**src/rtl/bster_pkg.sv**
```systemverilog
// rtl/bster_pkg.sv - shared types and constants for the bster command arbiter
package bster_pkg;

    typedef logic [0:0] arb_state_t;

    localparam arb_state_t ARB_IDLE = 1'b0;
    localparam arb_state_t ARB_XFER = 1'b1;

    localparam int BSTER_CMD_WIDTH = 128;
    localparam int BSTER_STS_WIDTH = 8;

    // A single requester still needs a one-bit ID field.
    function automatic int id_width(input int n);
        return (n > 1) ? $clog2(n) : 1;
    endfunction

endpackage

```
**src/rtl/bster_id_fifo.sv**
```systemverilog
// rtl/bster_id_fifo.sv - in-order FIFO of granted requester IDs
module bster_id_fifo #(
    parameter int DEPTH = 4,
    parameter int WIDTH = 2
) (
    input  logic                   clk_i,
    input  logic                   rst_ni,
    input  logic                   push_i,
    input  logic [WIDTH-1:0]       push_data_i,
    input  logic                   pop_i,
    output logic [WIDTH-1:0]       pop_data_o,
    output logic                   full_o,
    output logic                   empty_o,
    output logic [$clog2(DEPTH):0] count_o
);

    localparam int AW = $clog2(DEPTH);

    logic [WIDTH-1:0] mem_q [DEPTH];
    logic [AW-1:0]    wr_ptr_q;
    logic [AW-1:0]    rd_ptr_q;
    logic [AW:0]      count_q;
    logic             do_push;
    logic             do_pop;

    // A push into a full FIFO is legal when the head leaves in the same cycle.
    assign do_pop  = pop_i & ~empty_o;
    assign do_push = push_i & (~full_o | do_pop);

    always_ff @(posedge clk_i or negedge rst_ni) begin
        if (!rst_ni) begin
            wr_ptr_q <= '0;
            rd_ptr_q <= '0;
            count_q  <= '0;
        end else begin
            if (do_push) begin
                wr_ptr_q <= wr_ptr_q + 1'b1;
            end
            if (do_pop) begin
                rd_ptr_q <= rd_ptr_q + 1'b1;
            end
            if (do_push && !do_pop) begin
                count_q <= count_q + 1'b1;
            end else if (do_pop && !do_push) begin
                count_q <= count_q - 1'b1;
            end
        end
    end

    always_ff @(posedge clk_i) begin
        if (do_push) begin
            mem_q[wr_ptr_q] <= push_data_i;
        end
    end

    assign pop_data_o = mem_q[rd_ptr_q];
    assign full_o     = (count_q == (AW+1)'(DEPTH));
    assign empty_o    = (count_q == '0);
    assign count_o    = count_q;

endmodule

```
**src/rtl/bster_cmd_arbiter.sv**
```systemverilog
// rtl/bster_cmd_arbiter.sv - round-robin command arbiter with in-order cpl/sts return routing
module bster_cmd_arbiter
    import bster_pkg::*;
#(
    parameter int NB_REQ          = 4,
    parameter int CMD_WIDTH       = BSTER_CMD_WIDTH,
    parameter int STS_WIDTH       = BSTER_STS_WIDTH,
    parameter int MAX_OUTSTANDING = 4
) (
    input  logic                               aclk,
    input  logic                               aresetn,
    input  logic [NB_REQ-1:0]                  req_tvalid,
    output logic [NB_REQ-1:0]                  req_tready,
    input  logic [NB_REQ*CMD_WIDTH-1:0]        req_tdata,
    output logic                               cmd_tvalid,
    input  logic                               cmd_tready,
    output logic [CMD_WIDTH-1:0]               cmd_tdata,
    input  logic                               cpl_tvalid,
    output logic                               cpl_tready,
    input  logic [CMD_WIDTH-1:0]               cpl_tdata,
    input  logic                               sts_tvalid,
    output logic                               sts_tready,
    input  logic [STS_WIDTH-1:0]               sts_tdata,
    output logic [NB_REQ-1:0]                  req_cpl_tvalid,
    input  logic [NB_REQ-1:0]                  req_cpl_tready,
    output logic [CMD_WIDTH-1:0]               req_cpl_tdata,
    output logic [NB_REQ-1:0]                  req_sts_tvalid,
    input  logic [NB_REQ-1:0]                  req_sts_tready,
    output logic [STS_WIDTH-1:0]               req_sts_tdata,
    output logic [$clog2(MAX_OUTSTANDING):0]   outstanding,
    output logic                               err_orphan
);

    localparam int IDW = id_width(NB_REQ);
    localparam int OW  = $clog2(MAX_OUTSTANDING) + 1;

    arb_state_t     state_q, state_d;
    logic [IDW-1:0] grant_q, grant_d;
    logic [IDW-1:0] ptr_q, ptr_d;
    logic           cpl_done_q, cpl_done_d;
    logic           sts_done_q, sts_done_d;
    logic           err_q, err_d;

    logic [IDW-1:0] head;
    logic           fifo_full;
    logic           fifo_empty;
    logic [OW-1:0]  fifo_count;
    logic           cmd_hs;
    logic           pop;
    logic           cpl_now;
    logic           sts_now;
    logic [IDW-1:0] rr_pick;
    logic           rr_found;
    logic [CMD_WIDTH-1:0] req_cmd [NB_REQ];

    always_comb begin
        for (int i = 0; i < NB_REQ; i++) begin
            req_cmd[i] = req_tdata[i*CMD_WIDTH +: CMD_WIDTH];
        end
    end

    // First valid requester at or after the pointer, scanning cyclically.
    always_comb begin
        int idx;
        idx      = 0;
        rr_pick  = ptr_q;
        rr_found = 1'b0;
        for (int k = 0; k < NB_REQ; k++) begin
            idx = int'(ptr_q) + k;
            if (idx >= NB_REQ) begin
                idx = idx - NB_REQ;
            end
            if (!rr_found && req_tvalid[idx]) begin
                rr_found = 1'b1;
                rr_pick  = IDW'(idx);
            end
        end
    end

    assign cmd_tvalid = (state_q == ARB_XFER) & req_tvalid[grant_q];
    assign cmd_tdata  = req_cmd[grant_q];
    assign cmd_hs     = cmd_tvalid & cmd_tready;

    always_comb begin
        req_tready = '0;
        if (state_q == ARB_XFER) begin
            req_tready[grant_q] = cmd_tready;
        end
    end

    always_comb begin
        state_d = state_q;
        grant_d = grant_q;
        ptr_d   = ptr_q;
        if (state_q == ARB_IDLE) begin
            if (rr_found && !fifo_full) begin
                grant_d = rr_pick;
                state_d = ARB_XFER;
            end
        end else if (cmd_hs) begin
            ptr_d   = (grant_q == IDW'(NB_REQ-1)) ? '0 : grant_q + 1'b1;
            state_d = ARB_IDLE;
        end
    end

    // With nothing in flight, beats are swallowed so the engine never stalls.
    always_comb begin
        req_cpl_tvalid = '0;
        req_sts_tvalid = '0;
        cpl_tready     = 1'b0;
        sts_tready     = 1'b0;
        if (fifo_empty) begin
            cpl_tready = cpl_tvalid;
            sts_tready = sts_tvalid;
        end else begin
            for (int i = 0; i < NB_REQ; i++) begin
                if (head == IDW'(i)) begin
                    req_cpl_tvalid[i] = cpl_tvalid & ~cpl_done_q;
                    req_sts_tvalid[i] = sts_tvalid & ~sts_done_q;
                    cpl_tready        = req_cpl_tready[i] & ~cpl_done_q;
                    sts_tready        = req_sts_tready[i] & ~sts_done_q;
                end
            end
        end
    end

    assign cpl_now    = cpl_done_q | (~fifo_empty & cpl_tvalid & cpl_tready);
    assign sts_now    = sts_done_q | (~fifo_empty & sts_tvalid & sts_tready);
    assign pop        = cpl_now & sts_now;
    assign cpl_done_d = cpl_now & ~pop;
    assign sts_done_d = sts_now & ~pop;
    assign err_d      = err_q | (fifo_empty & (cpl_tvalid | sts_tvalid));

    always_ff @(posedge aclk or negedge aresetn) begin
        if (!aresetn) begin
            state_q    <= ARB_IDLE;
            grant_q    <= '0;
            ptr_q      <= '0;
            cpl_done_q <= 1'b0;
            sts_done_q <= 1'b0;
            err_q      <= 1'b0;
        end else begin
            state_q    <= state_d;
            grant_q    <= grant_d;
            ptr_q      <= ptr_d;
            cpl_done_q <= cpl_done_d;
            sts_done_q <= sts_done_d;
            err_q      <= err_d;
        end
    end

    bster_id_fifo #(
        .DEPTH (MAX_OUTSTANDING),
        .WIDTH (IDW)
    ) u_id_fifo (
        .clk_i       (aclk),
        .rst_ni      (aresetn),
        .push_i      (cmd_hs),
        .push_data_i (grant_q),
        .pop_i       (pop),
        .pop_data_o  (head),
        .full_o      (fifo_full),
        .empty_o     (fifo_empty),
        .count_o     (fifo_count)
    );

    assign req_cpl_tdata = cpl_tdata;
    assign req_sts_tdata = sts_tdata;
    assign outstanding   = fifo_count;
    assign err_orphan    = err_q;

endmodule

```
**config.mk**
```make
export PLATFORM = sky130hd
export DESIGN_NAME = bster_cmd_arbiter
export DESIGN_NICKNAME = d
export VERILOG_FILES = /design/src/rtl/bster_pkg.sv /design/src/rtl/bster_id_fifo.sv /design/src/rtl/bster_cmd_arbiter.sv
export SDC_FILE = /design/constraint.sdc
export NUM_CORES = 1
export LEC_CHECK = 0
export CORE_AREA = 2 2 373 375
export DETAILED_ROUTE_END_ITERATION = 7
export DIE_AREA = 0 0 375 377
export HOLD_SLACK_MARGIN = 0.12
export PLACE_DENSITY = 0.3
export REMOVE_ABC_BUFFERS = 1
export SLEW_MARGIN = 20
export SYNTH_ARGS = -nofsm -noshare
export SYNTH_HDL_FRONTEND = slang
export SYNTH_SLANG_ARGS = --single-unit
```
**constraint.sdc**
```tcl
create_clock -name aclk -period 3.4 [get_ports aclk]
set_clock_uncertainty 0.1 [all_clocks]
set_input_delay 0.68 -clock aclk [delete_from_list [all_inputs] [get_ports aclk]]
set_output_delay 0.68 -clock aclk [all_outputs]
set_load 0.01 [all_outputs]
```
==> flow_summary_export.csv <==
group,metric,value,unit
sta,grt_setup_unrepaired,"false",
sta,max_slew_margin,45.4,%
cts,cts.htree.levels,1,
sta,slew_viol_final,0,
synthesis,postSynthAreaPerCell,13.1,um2
pwr,leakagePower,4.26,nW
global_route,grt_overflow,0,
worst_setup_path,criticalPathCategory,"flop to output pin",
cells_and_area,fillers,15700,
synthesis,synthTopCellsByArea,"mux4_2 (54%), buf_4 (19%), dfrtp_1 (6.9%)",
cts,cts.sinks,23,
cells_and_area,layout.cells.non_filler,2766,
cts,hold_buffers,0,
worst_setup_path,cp.arrival,2.52,ns
detailed_routing,drtAntennaViolNets,0,
sta,hold_violations,0,
cts,clock-root-buffer,"clkbuf_16",
cells_and_area,post-route-util,9.96,%
global_route,grtUsageTotal,12.2,%
sta,setup_viol,0,
floorplan,ios,948,
cts,clock_latency,0.26,ns
cells_and_area,syn_to_final_growth,152,%
synthesis,ys_types,40,
sta,fin_tns_setup,0,ns
placed_design,preCtsSetupSlack,0.118,ns
detailed_routing,wl,91.0,mm
synthesis,yosysWarnings,0,
sta,max_freq,303,MHz
sta,min_period_over_period,97.1,%
pwr,p_seq_share,7.6,%
synthesis,async_flop_share,65.2,%
synthesis,netlist_instances,415,
pwr,peakVddDrop,0.000219,V
cells_and_area,final_cell_area,13600,um2
cts,clockBufferDepth,2,
status,outcome,"finished clean",
sta,worstMarginPinSlew,0.816,ns
synthesis,synth_top_flop_cell,"dfrtp_1",
cells_and_area,regArea,624,um2
pwr,clkPwrFrac,3.3,%
sta,post-route-min-period,3.30,ns
detailed_routing,vias_per_cell,2.67,
detailed_routing,wl_per_cell,32.9,um
floorplan,die_h,377,um
worst_setup_path,startpoint_type,"flop",
worst_setup_path,required,2.62,ns
sta,fin_ws,0.0977,ns
placed_design,dp_hpwl,81.6,mm
floorplan,coreArea,137000,um2
global_route,grt_pass1_wl,108,mm
placed_design,place_congestion,0.953,
worst_setup_path,worstPathMaxFanout,5,
synthesis,yosysSeqAreaShare,11.4,%
cts,clk_pin_slew,0.07,ns
floorplan,fp-row-count,136,
worst_setup_path,max_stage_delay,0.63,ns
global_route,antenna_found_initial,82,
detailed_routing,drc,0,
pwr,cellInternalPower,4.31,mW
worst_setup_path,end_kind,"output pin",
global_route,grt_pass1_vias,7577,
detailed_routing,drt-initial-drc-count,419,
synthesis,synthTopCellsByCount,"buf_4 (136), mux4_2 (130), buf_1 (20)",
pwr,p_switching,3.65,mW
synthesis,ys_seq_elements,23,
job,maxCapViolations,0,
placed_design,placedCellCount,2751,
floorplan,die_w,375,um
synthesis,yosysTopAreaCellShare,54.0,%
cts,cts_tree,"done",
pwr,cellPowerDensity,584,nW/um2
floorplan,start_util,3.96,%
worst_setup_path,cpMostUsedCell,"mux2i_1",
cts,cts_buffers,3,
global_route,grt_max_degree,36,
detailed_routing,dr.pass1.iters,4,
synthesis,synth_most_common_cell,"buf_4",
cells_and_area,multi_input_area,3610,um2
synthesis,yosysTopAreaCell,"mux4_2",
floorplan,die_area,141000,um2
pwr,total_power,7.96,mW
placed_design,dpl_cell_area,13500,um2
detailed_routing,routed-via-count,7374,
pwr,swShare,45.9,%
worst_setup_path,cp_slowest_cell,"mux4_2",
min_path,hold_path.class,"flop to flop",
cells_and_area,nNetsFinal,1638,
worst_setup_path,worstPathCellList,"mux4_2, mux2i_1, mux2i_1, a22o_1, clkdlybuf4s50_1",
pwr,comb_power_share,89.1,%
synthesis,syn-cell-area,5420,um2
synthesis,synth_edf_count,8,
placed_design,io_buffers,675,
sta,fin_hold_ws,0.382,ns
cells_and_area,drive_gt1_share,22.2,%
## flip-flops by register name (all words and copies together) (netlist names)
register	count
u_id_fifo.rd_ptr_q	2
u_id_fifo.count_o	3
u_id_fifo.mem_q	8
grant_q	2
u_id_fifo.wr_ptr_q	2
ptr_q	2
cpl_done_q	1
err_orphan	1
state_q	1
sts_done_q	1
## what timing repair did
| item | 4_1_cts | 5_1_grt |
|---|---|---|
| setup buffers | 0 | 1 |
| gates resized for setup | 0 | 1 |
| setup endpoints to repair | 0 | 3 |
## layer usage
layer  share of wire [%]  GRT usage [%]
met2                  40           17.3
met1                  39           14.1
met5                0.78           2.64
met3                  19           10.4
met4                 1.2          0.768
## cells by family (layout without fill, tap and decap cells)
logic type	count (synthesis)	in the layout	synth area share (%)
compound gates	17	17	2.26
flops	23	23	11.4
other cells	0	10	0
simple gates	42	42	4.46
buf+inv	176	723	22.0
mux	141	141	56.5
xor+xnor	6	6	0.970
fa+ha+maj	10	10	2.45
## final timing paths
path                       slack [ns]                  start                    to  cells past startpoint
max                               0.1  u_id_fifo.rd_ptr_q[0]            sts_tready                      5
min                              0.38             err_orphan            err_orphan                      1
max reg2reg                      0.16  u_id_fifo.rd_ptr_q[0]  u_id_fifo.count_o[1]                      9
min reg2reg                      0.38             err_orphan            err_orphan                      1
max in group asynchronous        1.81                aresetn            grant_q[1]                      1
min in group asynchronous        0.79                aresetn            err_orphan                      1
## worst max-delay path, delay by kind of cell (launching register included)
family	cells	cell delay, ns
muxes	3	1.08
buffers and inverters	1	0.57
DFF	1	0.40
AOI/OAI and AO/OA	1	0.21
## layout make-up
type / instances / area share, %
Timing Repair Buffer: 711 / 51.5
Tap cell: 1794 / 16.5
Clock inverter: 1 / 0.0367
Multi-Input combinational cell: 216 / 26.5
Inverter: 8 / 0.220
Antenna cell: 10 / 0.184
Sequential cell: 23 / 4.58
Clock buffer: 3 / 0.551
## power groups by stage
stage          logic, mW  registers, mW  clock network [mW]
2_1_floorplan       2.50          0.913                   0
3_5_place_dp        7.24          0.621                   0
5_1_grt             7.58          0.635               0.280
3_3_place_gp        7.29          0.619                   0
6_report            7.09          0.606               0.261
4_1_cts             7.31          0.616               0.270
## layout by cell type, fill, tap and decap left out, drive strengths merged, types with 7 or more instances in the layout
cell,netlist,final
clkdlybuf4s50,0,638
buf,158,73
nor2,9,9
diode,0,10
inv,8,8
mux2i,7,7
dfrtp,15,15
mux4,131,131
edfxtp,8,8
ha,9,9
Power figures use the tool's default switching activity.
